`src/rtl/dff_reg_write_arbiter.sv`:
```
// Round-robin write arbiter for one shared W-bit register (IDLE -> WRITE -> ACK).
// Define DFF_ARB_FIXED_PRIO_EN to replace round-robin with fixed lowest-index priority.
module dff_reg_write_arbiter #(
  parameter int N = 4,
  parameter int W = 8
) (
  input  logic           clk,
  input  logic           rst,
  input  logic [N-1:0]   req,
  input  logic [N*W-1:0] wdata,
  output logic [W-1:0]   q,
  output logic [N-1:0]   gnt,
  output logic [N-1:0]   ack,
  output logic           busy
);

  localparam int PW = (N > 1) ? $clog2(N) : 1;

  typedef enum logic [1:0] {S_IDLE, S_WRITE, S_ACK} state_t;

  state_t          r_state, w_state_next;
  logic [W-1:0]    r_q, w_q_next;
  logic [N-1:0]    r_gnt, w_gnt_next;
  logic [N-1:0]    r_ack, w_ack_next;
  logic            r_busy, w_busy_next;
  logic [PW-1:0]   r_idx, w_idx_next;
  logic [PW-1:0]   w_win;
  logic            w_any;
  logic [W-1:0]    w_words [N];

  genvar gi;
  generate
    for (gi = 0; gi < N; gi++) begin : g_words
      assign w_words[gi] = wdata[gi*W +: W];
    end
  endgenerate

  assign w_any = |req;

`ifdef DFF_ARB_FIXED_PRIO_EN
  // Descending scan so the lowest-index set bit is the last (winning) assignment.
  always_comb begin
    w_win = '0;
    for (int k = N - 1; k >= 0; k--) begin
      if (req[k]) w_win = PW'(k);
    end
  end
`else
  logic [PW-1:0] r_ptr, w_ptr_next;
  logic [PW-1:0] w_cand;
  logic          w_found;

  // Circular search starting at the pointer; first hit wins.
  always_comb begin
    w_win   = '0;
    w_cand  = '0;
    w_found = 1'b0;
    for (int k = 0; k < N; k++) begin
      w_cand = PW'((int'(r_ptr) + k) % N);
      if (!w_found && req[w_cand]) begin
        w_win   = w_cand;
        w_found = 1'b1;
      end
    end
  end
`endif

  always_comb begin
    w_state_next = r_state;
    w_q_next     = r_q;
    w_gnt_next   = r_gnt;
    w_ack_next   = r_ack;
    w_busy_next  = r_busy;
    w_idx_next   = r_idx;
`ifndef DFF_ARB_FIXED_PRIO_EN
    w_ptr_next   = r_ptr;
`endif
    case (r_state)
      S_IDLE: begin
        if (w_any) begin
          w_idx_next   = w_win;
          w_gnt_next   = N'(1) << w_win;
          w_busy_next  = 1'b1;
          w_state_next = S_WRITE;
        end
      end
      S_WRITE: begin
        w_q_next     = w_words[r_idx];
        w_ack_next   = N'(1) << r_idx;
        w_state_next = S_ACK;
      end
      S_ACK: begin
        w_ack_next   = '0;
        w_gnt_next   = '0;
        w_busy_next  = 1'b0;
`ifndef DFF_ARB_FIXED_PRIO_EN
        w_ptr_next   = (r_idx == PW'(N - 1)) ? '0 : r_idx + 1'b1;
`endif
        w_state_next = S_IDLE;
      end
      default: w_state_next = S_IDLE;
    endcase
  end

  always_ff @(posedge clk) begin
    if (!rst) begin
      r_state <= S_IDLE;
      r_q     <= '0;
      r_gnt   <= '0;
      r_ack   <= '0;
      r_busy  <= 1'b0;
      r_idx   <= '0;
`ifndef DFF_ARB_FIXED_PRIO_EN
      r_ptr   <= '0;
`endif
    end else begin
      r_state <= w_state_next;
      r_q     <= w_q_next;
      r_gnt   <= w_gnt_next;
      r_ack   <= w_ack_next;
      r_busy  <= w_busy_next;
      r_idx   <= w_idx_next;
`ifndef DFF_ARB_FIXED_PRIO_EN
      r_ptr   <= w_ptr_next;
`endif
    end
  end

  assign q    = r_q;
  assign gnt  = r_gnt;
  assign ack  = r_ack;
  assign busy = r_busy;

endmodule

```
`config.mk`:
```
export PLATFORM = sky130hd
export DESIGN_NAME = dff_reg_write_arbiter
export DESIGN_NICKNAME = d
export VERILOG_FILES = /design/src/rtl/dff_reg_write_arbiter.sv
export SDC_FILE = /design/constraint.sdc
export NUM_CORES = 1
export LEC_CHECK = 0
export BUFFER_PORTS_ARGS = -buffer_cell sky130_fd_sc_hd__buf_2
export CELL_PAD_IN_SITES_DETAIL_PLACEMENT = 1
export CELL_PAD_IN_SITES_GLOBAL_PLACEMENT = 1
export CORE_MARGIN = 8
export CORE_UTILIZATION = 31
export CTS_CLUSTER_DIAMETER = 150
export DETAILED_ROUTE_END_ITERATION = 6
export PLACE_DENSITY = 0.87
export SETUP_SLACK_MARGIN = 0.15
export SYNTH_ARGS = -nofsm -noshare
export SYNTH_HDL_FRONTEND = slang
export SYNTH_SLANG_ARGS = --single-unit
```
`constraint.sdc`:
```
create_clock -name clk -period 1.4 [get_ports clk]
set_input_delay 0.07 -clock clk [delete_from_list [all_inputs] [get_ports clk]]
set_output_delay 0.07 -clock clk [all_outputs]
set_load 0.1 [all_outputs]
```
==> impl_metrics.ini <==
[critical_path]
critical_path_arrival_ns = 1.51
worstRegToRegCells = 4
crit_path_max_fanout = 7
worstPathRequired_ns = 1.57
critical_path.cell_chain = mux2i_1 -> nor2_1 -> or3_4 -> o32ai_2
critPathSlowestCell = sky130_fd_sc_hd__or3_4
crit_family = simple AND/OR/NAND/NOR gates
timing.critical_path.to_type = register
setup.worst_path.start_class = register
crit_path_max_incr_delay_ns = 0.40
rr_endpoint = gnt[3]
critPathBufInv = 0
rr_startpoint = r_ptr[1]
criticalPathCategory = register to register
ff2ff_setup_slack_ns = 0.06

[final_layout]
layout_commonest_cell = sky130_fd_sc_hd__buf_2
fin_nets = 248
final.fill_count = 475
areaGrowthSynthToFinish_pct = 54.7
most-common-layout-cells = sky130_fd_sc_hd__buf_2 (54), sky130_fd_sc_hd__nor2_1 (17), sky130_fd_sc_hd__dfxtp_1 (14)
drive_above_1_share_pct = 59.0
n_antenna_cell = 0

[sta]
timing.fmax_ghz = 0.749
setup_viol = 0
hold_viol_final = 0
fin_crit_sh_pct = 95.4
report.final.slew_viol_count = 0
timing_worst_slew_pin_value_ns = 0.508
timing.slew.headroom_pct = 66.3
setup_tns_ns = 0
final.setup_skew_ns = 0.00537
rsz_0062_raised_after_global_routing = true
finalWorstPathRequiredPeriod_ns = 1.34

[clocking]
clock_tree.buffer_depth = 2
cts_htree_levels = 1
clk_root_buffer_cell = sky130_fd_sc_hd__clkbuf_8
cts_tree = done
cts_bufs_inserted = 3
clk_latency_ns = 0.26
worst_setup_hold_path_clk_slew_ns = 0.08
cts_hold_buffers = 0
numClockSinks = 23

[synth]
post_synth_xor_area_fraction_pct = 0
synth_simple_gate_area_share_pct = 17.4
synth_area_mm2 = 0.00128
ys_async_sr_fraction_pct = 0
postSynthNetCount = 175
netlist-cell-type-count = 25
synthFlopType = sky130_fd_sc_hd__dfxtp_1
synth_enable_flop_cells = 0
postSynthCellCount = 128
synth-seq-area-share_pct = 36.1
synthesis.yosys.warnings = 0
synth-compound-area-share_pct = 10.8
post_synth_fa_ha_maj_area_fraction_pct = 8.82
syn_area_per_cell_um2 = 9.97
synth.ff_latch_count = 23
synth_top_family_by_area = multiplexers
muxShareOfSynthArea_pct = 22.7

[worst_hold_path]
min_delay_worst_endpoint = busy
hold_path_startpoint = rst
worstHoldPathCells = 2
hold_path_class = input port to register

[routing]
detail_route.first_pass.iterations = 4
first_iter_violations = 31
vias = 1232
via_per_inst = 4.93
drtAntennaViolNets = 0
totalWireLength_um = 4430
drt-wirelength-per-cell_um = 17.7
remaining_drc_errors = 0

[die]
floorplan.die.height_um = 80.2
floorplan.core_area_mm2 = 0.00397
num_io_pins = 55
placement_rows = 23
die_area_mm2 = 0.00643
fp.dieW_um = 80.2
start_util_pct = 32.1

[global_route]
grt_start_max_net_pins = 13
globalRouteTotalUtil_pct = 13.5
grt_first_pass_wirelength_um = 6870
antenna_found_initial = 0
vias_in_the_first_global_route = 1363
globalRoute.totalOverflow = 0

[power]
ir_worst_vdd_uv = 595
power.density_cell_area_mw_per_mm2 = 1040
totalPowerFinal_mw = 2.05
leakagePower_nw = 0.849

[placement]
routabilityCongestion = 0.801
dpl.hpwl_um = 3280
io_buffers = 54

[flow_run]
max_cap_violations = 0

[run_status]
status = complete, no violations
-- cell usage after synthesis (all sizes together) (3+ instances only) --
master,count,area [µm²]
mux2i,11,110
o32ai,4,35.0
nor2b,7,43.8
a21oi,11,55.1
nor2,18,67.6
clkbuf,4,15.0
nand2,10,37.5
mux4,8,180
nand3,3,15.0
inv,5,18.8
dfxtp,23,460
ha,9,113
-- layer usage --
metal | global-route usage (%) | up-vias | wire [µm]
li1 | - | 595 | -
met1 | 15.3 | 582 | 1840
met2 | 24.3 | 53 | 2230
met3 | 4.24 | 2 | 353
met4 | 2.36 | 0 | 8
met5 | 0 | - | 0
-- power by group --
group / internal (mW) / switching, mW / leakage, nW / total (mW)
Sequential: 0.709 / 0.0339 / 0.193 / 0.743
Combinational: 0.334 / 0.564 / 0.634 / 0.898
Clock: 0.203 / 0.204 / 0.0228 / 0.407
-- per-stage QoR --
step	hold slack (ns)	cell area, µm²	utilization (%)	worst slack, ns	cells
final	0.110	1970	49.7	0.0648	250
after global routing	0.109	1970	49.7	-0.0116	250
after floorplan	0.279	1350	-	0.0737	128
after global placement	0.377	1730	43.4	0.0280	235
after detailed placement	0.388	1730	43.4	-0.0377	235
after CTS	0.105	1860	46.7	0.0523	246
-- timing repair --
item,4_1_cts,5_1_grt
setup endpoints to repair,19,20
setup buffers,7,4
gates cloned,0,0
pin swaps,3,9
gates resized for setup,6,21
-- final cells by class --
| cell class | count | area (µm²) | share of cell area, % |
|---|---|---|---|
| multi-input combinational | 93 | 897 | 45.4 |
| timing repair buffer | 74 | 468 | 23.7 |
| inverter | 6 | 25.0 | 1.27 |
| tap | 50 | 62.6 | 3.17 |
| clock buffer | 4 | 45.0 | 2.28 |
| sequential | 23 | 477 | 24.1 |
-- kinds of logic (layout without fill, tap and decap cells) --
group | Yosys count | in the layout
AOI/OAI and AO/OA | 21 | 21
adders and majority gates | 9 | 9
buffers and inverters | 12 | 84
DFF | 23 | 23
muxes | 19 | 19
and+or+nand+nor | 44 | 44
-- flip-flops by register name, indices dropped and copies added (netlist names) --
register  cells
q             8
r_state       2
r_idx         2
r_ptr         2
ack           4
busy          1
gnt           4
-- worst max-delay path by stage --
stage	start	to	slack, ns	cells after the start
6_report	r_ptr[1]	gnt[3]	0.06	4
2_1_floorplan	r_ptr[1]	gnt[1]	0.07	5
3_3_place_gp	r_ptr[1]	gnt[1]	0.03	4
5_1_grt	r_ptr[1]	gnt[1]	-0.01	4
4_1_cts	r_ptr[1]	gnt[3]	0.05	4
3_5_place_dp	r_idx[0]	q[6]	-0.04	3
(Power assumes the default switching activity.)
